[src/rtl/reg_writeback.sv]
// Write-back stage: queues ALU/load results in an in-order FIFO and issues at most
// one register-file write per cycle; exposes in-flight writes to decode via chk port.
module reg_writeback #(
  parameter int unsigned REG_ADDR_W = 5,
  parameter int unsigned REG_W      = 32,
  parameter int unsigned DEPTH      = 4
) (
  input  logic                  clk,
  input  logic                  rst,
  input  logic                  ld_valid_i,
  input  logic [REG_ADDR_W-1:0] ld_rd_i,
  input  logic [REG_W-1:0]      ld_data_i,
  output logic                  ld_ready_o,
  input  logic                  alu_valid_i,
  input  logic [REG_ADDR_W-1:0] alu_rd_i,
  input  logic [REG_W-1:0]      alu_data_i,
  output logic                  alu_ready_o,
  input  logic                  rf_busy_i,
  output logic                  rd_enable_o,
  output logic [REG_ADDR_W-1:0] rd_addr_o,
  output logic [REG_W-1:0]      rd_data_o,
  input  logic [REG_ADDR_W-1:0] chk_addr_i,
  output logic                  chk_hit_o,
  output logic [REG_W-1:0]      chk_data_o
);

  localparam int unsigned PTR_W = $clog2(DEPTH);
  localparam int unsigned CNT_W = $clog2(DEPTH + 1);

  logic [PTR_W-1:0]      head, tail;
  logic [CNT_W-1:0]      count;
  logic [REG_ADDR_W-1:0] q_addr [DEPTH];
  logic [REG_W-1:0]      q_data [DEPTH];

  logic                  not_full;
  logic                  push_fire, push_q, enq, do_pop, bypass;
  logic [REG_ADDR_W-1:0] push_addr;
  logic [REG_W-1:0]      push_data;

  assign not_full    = (count != CNT_W'(DEPTH));
  assign ld_ready_o  = not_full;
  assign alu_ready_o = not_full && !ld_valid_i;

  // Writes to x0 complete the handshake but are dropped before the FIFO.
  always_comb begin
    push_addr = ld_valid_i ? ld_rd_i   : alu_rd_i;
    push_data = ld_valid_i ? ld_data_i : alu_data_i;
    push_fire = (ld_valid_i && ld_ready_o) || (alu_valid_i && alu_ready_o);
    push_q    = push_fire && (push_addr != '0);
    do_pop    = !rf_busy_i && (count != '0);
    enq       = push_q && (rf_busy_i || (count != '0));
    bypass    = push_q && !rf_busy_i && (count == '0);
  end

  always_ff @(posedge clk) begin
    if (rst) begin
      head        <= '0;
      tail        <= '0;
      count       <= '0;
      rd_enable_o <= 1'b0;
      rd_addr_o   <= '0;
      rd_data_o   <= '0;
    end else begin
      if (enq)    tail <= tail + PTR_W'(1);
      if (do_pop) head <= head + PTR_W'(1);
      if (enq && !do_pop)      count <= count + CNT_W'(1);
      else if (!enq && do_pop) count <= count - CNT_W'(1);

      if (do_pop) begin
        rd_enable_o <= 1'b1;
        rd_addr_o   <= q_addr[head];
        rd_data_o   <= q_data[head];
      end else if (bypass) begin
        rd_enable_o <= 1'b1;
        rd_addr_o   <= push_addr;
        rd_data_o   <= push_data;
      end else begin
        rd_enable_o <= 1'b0;
      end
    end
  end

  always_ff @(posedge clk) begin
    if (enq) begin
      q_addr[tail] <= push_addr;
      q_data[tail] <= push_data;
    end
  end

  // Scan oldest to youngest so the youngest match overwrites; the output register is oldest.
  logic [PTR_W-1:0] scan_idx;
  always_comb begin
    chk_hit_o  = 1'b0;
    chk_data_o = '0;
    scan_idx   = '0;
    if (rd_enable_o && (rd_addr_o == chk_addr_i)) begin
      chk_hit_o  = 1'b1;
      chk_data_o = rd_data_o;
    end
    for (int unsigned i = 0; i < DEPTH; i++) begin
      scan_idx = head + PTR_W'(i);
      if ((CNT_W'(i) < count) && (q_addr[scan_idx] == chk_addr_i)) begin
        chk_hit_o  = 1'b1;
        chk_data_o = q_data[scan_idx];
      end
    end
    if (chk_addr_i == '0) begin
      chk_hit_o  = 1'b0;
      chk_data_o = '0;
    end
  end

endmodule

[config.mk]
export PLATFORM = sky130hd
export DESIGN_NAME = reg_writeback
export DESIGN_NICKNAME = d
export VERILOG_FILES = /design/src/rtl/reg_writeback.sv
export SDC_FILE = /design/constraint.sdc
export NUM_CORES = 1
export LEC_CHECK = 0
export BUFFER_PORTS_ARGS = -buffer_cell sky130_fd_sc_hd__buf_2
export CORE_ASPECT_RATIO = 1.2
export CORE_UTILIZATION = 25
export CTS_CLUSTER_DIAMETER = 200
export CTS_CLUSTER_SIZE = 12
export DETAILED_ROUTE_END_ITERATION = 7
export GPL_ROUTABILITY_DRIVEN = 0
export RECOVER_POWER = 25
export SETUP_SLACK_MARGIN = 0.2
export SYNTH_ARGS = -nofsm -noshare
export SYNTH_HDL_FRONTEND = slang
export SYNTH_SLANG_ARGS = --single-unit
[constraint.sdc]
create_clock -name clk -period 7.8 [get_ports clk]
set_input_delay 1.17 -clock clk [delete_from_list [all_inputs] [get_ports clk]]
set_output_delay 1.17 -clock clk [all_outputs]
set_load 0.02 [all_outputs]
Yosys cells after proc, flatten, opt, wreduce, memory -nomap -nowiden
Memory sizes are Yosys's and may differ from the RTL's. A register that Yosys moved wholly into a read port is not among the register bits. Cells that the tools add are included.

Add/subtract/negate cells: 6. Multiply operators: 0. Divide/modulo/power cells: 0. Order comparisons: 4. Eq/ne operators: 6. Shift operators: 0. Multiplexer cells: 28. Bitwise gates (word level): 0. Reduce and logical (&&, ||, !) cells: 27.

Operator list (number): $mux 32 (9); $eq 5x5->1 (5); $logic_and 1x1->1 (15); $mux 5 (3); $mux 1 (10); $mux 2 (4); $lt 1x3->1 const A (2); $lt 2x3->1 const A (2); $mux 3 (2); $logic_not 5->1 (1); $reduce_bool 5->1 (1); $add 2x1->2 const B (2); $add 2x2->2 const B (2); $logic_not 1->1 (4); $reduce_bool 2->1 (2); $add 3x1->3 const B (1); $logic_not 3->1 (1); $ne 3x3->1 const B (1); $reduce_bool 3->1 (1); $sub 3x1->3 const B (1); $logic_or 1x1->1 (2).

Register bits after elaboration: 45. Bits in latches: 0. Memory bits (writable): 148. Memory bits (read-only): 0. Bits of input ports: 84. Output and inout port bits: 73. Logic and storage cells: 79. Memories kept: 2.

Memory list: q_data (words 4, width 32, rd ports 4, clocked after Yosys merged registers in 1, write ports 1, RTL line 33) `logic [REG_W-1:0] q_data [DEPTH];`; q_addr (words 4, width 5, rd ports 4, clocked after Yosys merged registers in 1, write ports 1, RTL line 32) `logic [REG_ADDR_W-1:0] q_addr [DEPTH];`.

Logic depth before layout (Yosys ltp)
Gate-level depths: netlist (run 1).

Depth in word-level cells: 10. Mapped depth: 12. Gate-level depth less buffers: 9.

Worst setup path after synthesis (run 1)
Ideal clock, no wire load.

Path kind: in2out. From: input port chk_addr_i[4]. To: output port chk_data_o[31]. Arrival time: 3.222 ns. Data required time: 6.630 ns. Slack: 3.408 ns. Stages: 8. Buffers on the path: 1. Cells stage by stage: clkbuf_1 xor2_1 nor4_1 nand3_1 o21ba_2 a221oi_1 o311a_1 nor3_1.

Longest elaborated chain between the ends: 8. Elaborated cells on any way between the ends: 17. Those cells by class: eq/ne (5); mux (6); reduce/logical (6).

Ends and longest elaborated chain: start: declaration (RTL line 22) `input logic [REG_ADDR_W-1:0] chk_addr_i,`; $eq 5x5->1 (RTL line 96) `if (rd_enable_o && (rd_addr_o == chk_addr_i)) begin`; $logic_and 1x1->1 (RTL line 96); $mux 32 (RTL line 96); $mux 32 (4 in series) (RTL line 102) `if ((CNT_W'(i) < count) && (q_addr[scan_idx] == chk_addr_i)) begin`; $mux 32 (*) (RTL line 107) `if (chk_addr_i == '0) begin`; end: declaration (RTL line 24) `output logic [REG_W-1:0] chk_data_o`.

Every way passes the cells marked *; elsewhere a longest branch is shown, timed or not.

Worst setup path in the final report (run 1)
From: input port ld_valid_i. To: register rd_data_o[8].

Longest elaborated chain between the ends: 8. Elaborated cells on any way between the ends: 14. Those cells by class: mux (4); reduce/logical (10).

Ends and longest elaborated chain: start: declaration (RTL line 10) `input logic ld_valid_i,`; branches (longest 8 deep; another with $mux 5); end signal: assignment (RTL line 72) `rd_data_o <= q_data[head];`; end signal: assignment (RTL line 76) `rd_data_o <= push_data;`; end: declaration (RTL line 21) `output logic [REG_W-1:0] rd_data_o,`.

Several ways; the timed one is not identified. The select of a mux whose other input is x is not followed. A chain may end at the register's enable or synchronous reset.

==> flow_summary_export.csv, run 1 <==
group,metric,value,unit
outcome,run_status,"complete, but fails checks",
outcome,violations,"max-capacitance violations, max-slew violations",
routing,drt_iter0_markers,592,
setup_path,start_kind,"input port",
logic_synthesis,post_synthesis_register_bit_count,195,
global_route,overall_track_demand_over_capacity_in_global_routing,13.9,%
cts,cts-root-to-sink-buffers,2,
logic_synthesis,most_area_hungry_cell_type_in_the_yosys_netlist,"edfxtp_1",
setup_path,cpMaxStageDelayCell,"clkbuf_1",
floorplanning,ioPinCount,157,
routing,detail_route.wirelength,36200,µm
finish,antenna-diode-count,0,
placed_design,placed_cells_incl_taps,1654,
setup_path,crit_type,"input port to flop",
routing,vias,8778,
logic_synthesis,synth_enable_flop_cells,148,
global_route,wire_length_of_the_first_global_routing_pass,53600,µm
setup_path,worstPathArrival,6.21,ns
cts,clk_pin_slew_worst_paths,0.07,ns
timing,setup-tns-final,0,ns
cts,numClockSinks,195,
power_and_ir_drop,irDropWorstVdd,0.000193,V
setup_path,required,8.13,ns
floorplanning,rows,90,
finish,final.fill_count,5068,
setup_path,critical_path_peak_fanout,39,
timing,finalCriticalPeriod,5.88,ns
timing,layout_worst_path_cycle_share,75.4,%
timing,total_count_of_hold_check_failures_in_the_final_report,0,
timing,maximum_clock_frequency,170,MHz
logic_synthesis,synth.top_cell.area_share,34.6,%
run,drv.max_cap_violation_count,1,
finish,area.growth.synth_to_final,14.0,%
floorplanning,core_box_area,50600,µm²
timing,worst_clock_skew,0.0147,ns
logic_synthesis,synthesis.yosys.warnings,0,
timing,timing.final.setup_violations,0,
cts,cts_buffers,17,
placed_design,port_buffers,156,
cts,postCtsResizedCells,0,
global_route,first_global_vias,8747,
cts,cts_htree_levels,4,
routing,routed_via_density,5.21,
global_route,grt-ovfl-total,0,
timing,report.final.slew_viol_count,40,
cts,buffer_type_at_the_clock_tree_root,"clkbuf_16",
logic_synthesis,synthesis.area_per_instance,13.8,µm²
floorplanning,die_area,52300,µm²
cts,tritoncts,"built",
power_and_ir_drop,power_per_cell_area,279,nW/µm²
finish,mostFrequentLayoutCells,"buf_2, edfxtp_1, mux4_2, nor2_1, nand2_1",
floorplanning,die_y,250,µm
hold_path,hold_class,"flop to flop",
setup_path,cp-end-kind,"flop",
finish,most_common_library_cell_in_the_layout_ignoring_fill_and_taps,"buf_2",
cts,cts_post_setup_buffers_inserted,0,
routing,antenna_left,0,
placed_design,hpwl,22900,µm
routing,post-route-drc-count,0,
cts,insertion_delay,0.47,ns
timing,rsz0062_at_grt,"false",
finish,layout.cells.non_filler,1686,
logic_synthesis,synth_cell_types,49,
floorplanning,initial_utilization,25.4,%
finish,finish.net_count,1121,
setup_path,cell_by_cell_listing_of_the_critical_path,"buf_2 -> clkbuf_1 -> mux2i_1 -> nand4_1 -> o221a_2 -> nor2b_4 -> buf_4 -> mux2i_1 -> o21ai_0 -> nor2b_1",
setup_path,crit_path_frequent_cell,"mux2i_1",
logic_synthesis,synth_flop_cell,"edfxtp_1",
power_and_ir_drop,leakage,4.85,nW
routing,wl_per_cell,21.5,µm
timing,worst_slew_pin_slew,2.74,ns
logic_synthesis,synth-seq-area-share,41.9,%
logic_synthesis,syn-num-nets,1023,
floorplanning,dieWidth,209,µm
setup_path,regToRegSetupSlack,4.58,ns
cts,hold_buffers,0,
finish,final_layout_size_suffix_gt1_share,41.4,%
setup_path,slowest_delay,1.93,ns
logic_synthesis,synth_async_sr_flop_share,0,%
routing,drt_pre_antenna_iters,5,
global_route,grt_antenna_before_repair,0,
logic_synthesis,syn-cell-area,12800,µm²
logic_synthesis,cells_taking_the_most_area_after_synthesis,"edfxtp_1, mux4_2, dfxtp_1",
logic_synthesis,syn-instance-count,931,
timing,slew-limit-headroom,-83.0,%
global_route,maximum_number_of_pins_on_one_net_before_global_route_repair,74,
-- sequential cells by signal (all words and copies together), names as in the netlist, named ones only --
name / count
q_data: 128
rd_data_o: 32
q_addr: 20
rd_addr_o: 5
count: 3
head: 2
tail: 2
rd_enable_o: 1
-- worst max-delay path, delay by kind of cell --
| kind | cells | cell delay, ns |
|---|---|---|
| buf+inv | 3 | 2.57 |
| simple gates | 3 | 1.23 |
| mux | 2 | 0.79 |
| compound gates | 2 | 0.38 |
-- where the power goes --
group	leakage (nW)	total (W)	switching, W	internal (W)
clock network	0.265	0.000845	0.000429	0.000416
logic	2.84	0.00163	0.000837	0.000790
registers	1.75	0.00162	0.000246	0.00137
total	4.85	0.00409	0.00151	0.00258
-- per-layer routing --
layer  vias to the layer above  track usage, %  part of all wire [%]
li1                       3924               -                     -
met1                      4487            16.6                    41
met2                       317            24.7                    51
met3                        50            2.71                   5.2
met4                         0            4.96                   2.1
met5                         -               0                     0
-- per-stage QoR --
stage | hold slack, ns | instance area [µm²] | setup WS, ns | util, % | total power (W)
2_1_floorplan | 0.514 | 12800 | 3.41 | - | 0.00284
3_3_place_gp | 0.534 | 14100 | 2.50 | 27.9 | 0.00325
3_5_place_dp | 0.547 | 14100 | 2.50 | 27.9 | 0.00329
4_1_cts | 0.556 | 14700 | 2.02 | 29.0 | 0.00414
5_1_grt | 0.632 | 14600 | 1.37 | 29.0 | 0.00431
6_report | 0.557 | 14600 | 1.92 | 29.0 | 0.00409
-- final timing paths --
| check | start | end | cells past startpoint |
|---|---|---|---|
| worst max-delay path | ld_valid_i | rd_data_o[8] | 10 |
| worst min-delay path | tail[1] | tail[1] | 2 |
| worst max register to register | count[0] | rd_data_o[8] | 9 |
| worst min register to register | tail[1] | tail[1] | 2 |
-- cells by family (layout without fill, tap and decap cells) --
logic type | after synthesis | count (layout) | share of synthesized area [%]
AND/OR/NAND/NOR | 243 | 243 | 9.90
multiplexers | 224 | 224 | 31.7
flip-flops | 195 | 195 | 41.9
AO/OA/AOI/OAI | 129 | 129 | 9.13
buffers and inverters | 102 | 213 | 4.25
XOR/XNOR | 30 | 30 | 2.28
adder cells (fa/ha/maj) | 8 | 8 | 0.779
-- Yosys cell counts, types with 9 or more instances --
cell type  number
mux4_2        138
nor2b_1        34
a221oi_2       30
mux2i_1        47
o21ai_0        37
mux2_2         35
o311a_1        31
clkbuf_1       37
nand2_1        77
inv_1          11
xnor2_1        18
nor2_1         78
buf_1          12
a21oi_1         9
nor3_2         30
edfxtp_1      148
buf_2          25
dfxtp_1        47
-- layout make-up --
| type | count | area, µm² | share of cell area (%) |
|---|---|---|---|
| Sequential cell | 195 | 5400 | 36.9 |
| Multi-Input combinational cell | 634 | 6970 | 47.6 |
| Tap cell | 644 | 806 | 5.50 |
| Inverter | 11 | 41.3 | 0.282 |
| Clock buffer | 17 | 425 | 2.90 |
| Clock inverter | 15 | 123 | 0.837 |
| Timing Repair Buffer | 170 | 882 | 6.02 |
No activity file was read; power rests on OpenSTA's default activity.
==> run 2: changes to the inputs <==
==> constraint.sdc (replaced) <==
create_clock -name clk -period 4.9 [get_ports clk]
set_input_delay 0.735 -clock clk [delete_from_list [all_inputs] [get_ports clk]]
set_output_delay 0.735 -clock clk [all_outputs]
set_load 0.02 [all_outputs]
==> run 2 against run 1 <==
The flow now finishes without violations. First-iteration DRC count grew 8.1%. Die area unchanged. Total power rose by 63%. Via count up 1.3%. Worst hold slack got worse by 0.00055 ns. Clock power increased by 72%. Sequential power up 55%. Clock-buffer cell count rose by 1. Critical path type is now flop to output port. Largest cell class unchanged. Largest power group unchanged.
==> flow_summary_export.csv, run 2 (synthesis gave the netlist of run 1 again) <==
group,metric,value,unit
setup_path,required,4.16,ns
timing,total_count_of_hold_check_failures_in_the_final_report,0,
power_and_ir_drop,clock_power_share,21.7,%
power_and_ir_drop,irDropWorstVdd,0.000245,V
setup_path,critical_path_peak_fanout,20,
finish,largest_register_ff_count,128,
timing,worst_clock_skew,0.00933,ns
routing,wl_per_cell,21.5,µm
global_route,maximum_number_of_pins_on_one_net_before_global_route_repair,63,
floorplanning,rows,90,
power_and_ir_drop,power.internal,0.00420,W
placed_design,port_buffers,156,
finish,area.growth.synth_to_final,15.9,%
placed_design,placed_area,14300,µm²
routing,post-route-drc-count,0,
finish,reg_top3,"q_data x128, rd_data_o x32, q_addr x20",
cts,cts_buffers,17,
timing,report.final.slew_viol_count,0,
finish,most_common_library_cell_in_the_layout_ignoring_fill_and_taps,"edfxtp_1",
timing,rsz0062_at_grt,"false",
finish,mostFrequentLayoutCells,"edfxtp_1, buf_2, mux4_2, nor2_1, nand2_1",
cts,postCtsResizedCells,0,
routing,drt_pre_antenna_iters,5,
power_and_ir_drop,comb_power_share,40.5,%
setup_path,crit_type,"flop to output port",
timing,hold-worst-slack,0.557,ns
cts,clk_pin_slew_worst_paths,0.08,ns
cts,buffer_type_at_the_clock_tree_root,"clkbuf_16",
hold_path,whs_path_depth,2,
global_route,grt-ovfl-total,0,
floorplanning,dieWidth,209,µm
floorplanning,initial_utilization,25.4,%
routing,antenna_left,0,
routing,detail_route.wirelength,36600,µm
finish,antenna-diode-count,0,
timing,maximum_clock_frequency,226,MHz
finish,final_layout_size_suffix_gt1_share,41.8,%
power_and_ir_drop,power.share.sequential,37.8,%
finish,finish.net_count,1137,
setup_path,worstPathArrival,3.70,ns
floorplanning,core_box_area,50600,µm²
setup_path,cp-end-kind,"output port",
floorplanning,die_area,52300,µm²
setup_path,start_kind,"flop",
power_and_ir_drop,leakage,4.93,nW
cts,cts-root-to-sink-buffers,2,
cts,insertion_delay,0.46,ns
timing,finalCriticalPeriod,4.43,ns
power_and_ir_drop,switching_share,36.8,%
power_and_ir_drop,power_per_cell_area,447,nW/µm²
timing,timing.final.setup_violations,0,
timing,layout_worst_path_cycle_share,90.4,%
floorplanning,die_y,250,µm
timing,worst_slew_pin_slew,1.25,ns
global_route,grt_antenna_before_repair,0,
cts,cts_htree_levels,4,
global_route,first_global_vias,8712,
power_and_ir_drop,net-switching-power,0.00245,W
routing,routed_via_density,5.23,
timing,setup-tns-final,0,ns
global_route,wire_length_of_the_first_global_routing_pass,54600,µm
cts,tritoncts,"built",
hold_path,hold_class,"flop to flop",
floorplanning,ioPinCount,157,
placed_design,hpwl,24800,µm
cts,numClockSinks,195,
finish,largest_register_by_flop_count,"q_data",
finish,final_area,14900,µm²
cts,cts_post_setup_buffers_inserted,0,
timing,slew-limit-headroom,16.7,%
run,drv.max_cap_violation_count,0,
routing,drt_iter0_markers,640,
setup_path,reg2reg_depth,9,
cts,hold_buffers,0,
outcome,run_status,"finished, final reports clean",
routing,vias,8893,
global_route,overall_track_demand_over_capacity_in_global_routing,14.1,%
run 2: changes by cell type in the layout (fill, tap and decap cells not counted), moves of 2 or more:
cell,change
inv_6,-2
clkinv_4,-3
mux2_1,-7
clkbuf_1,+13
buf_4,+8
mux2_2,+7
buf_12,+6
buf_6,+2
clkinvlp_4,-2
inv_8,+2
clkinv_8,+3
buf_2,-12
run 2: worst max-delay path, cell delays in order (launching register included):
cell and delay, ns:
dfxtp_4 0.54, mux4_1 0.63, xnor2_1 0.17, nand4_1 0.16
and2b_2 0.59, buf_12 0.29, a221oi_2 0.05, o311a_1 0.35
nor3_2 0.22, buf_2 0.21
run 2: final cells by class:
type,instances,area [µm²]
Inverter,11,41.3
Sequential cell,195,5400
Fill cell,5018,35700
Multi-Input combinational cell,634,6970
Clock inverter,14,166
Clock buffer,18,429
Timing Repair Buffer,186,1070
Tap cell,644,806
run 2: final timing paths:
kind,start,endpoint,slack [ns]
setup / recovery,head[0],chk_data_o[1],0.47
hold / removal,tail[1],tail[1],0.56
setup reg to reg,count[1],rd_data_o[22],1.93
hold reg to reg,tail[1],tail[1],0.56
run 2: power groups by stage:
stage | Combinational (W) | Sequential (W) | Clock [W]
CTS | 0.00274 | 0.00251 | 0.00148
finish | 0.00269 | 0.00251 | 0.00145
global route | 0.00290 | 0.00256 | 0.00154
global placement | 0.00272 | 0.00252 | 0
detailed placement | 0.00273 | 0.00254 | 0
floorplan | 0.00202 | 0.00251 | 0
run 2: metrics by stage:
stage | instances | total power [W] | util, % | worst slack [ns]
after global placement | 1670 | 0.00524 | 28.3 | 0.755
after detailed placement | 1670 | 0.00528 | 28.3 | 0.717
after global routing | 1702 | 0.00700 | 29.4 | 0.212
after CTS | 1702 | 0.00673 | 29.5 | 0.272
final | 1702 | 0.00666 | 29.4 | 0.469
after floorplan | 931 | 0.00453 | - | 1.38
run 2: routing by layer:
metal	wire length [µm]	track usage (%)	up-vias
li1	-	-	3960
met1	15900	18.2	4567
met2	18300	23.8	321
met3	1570	2.06	45
met4	779	5.15	0
met5	0	0	-
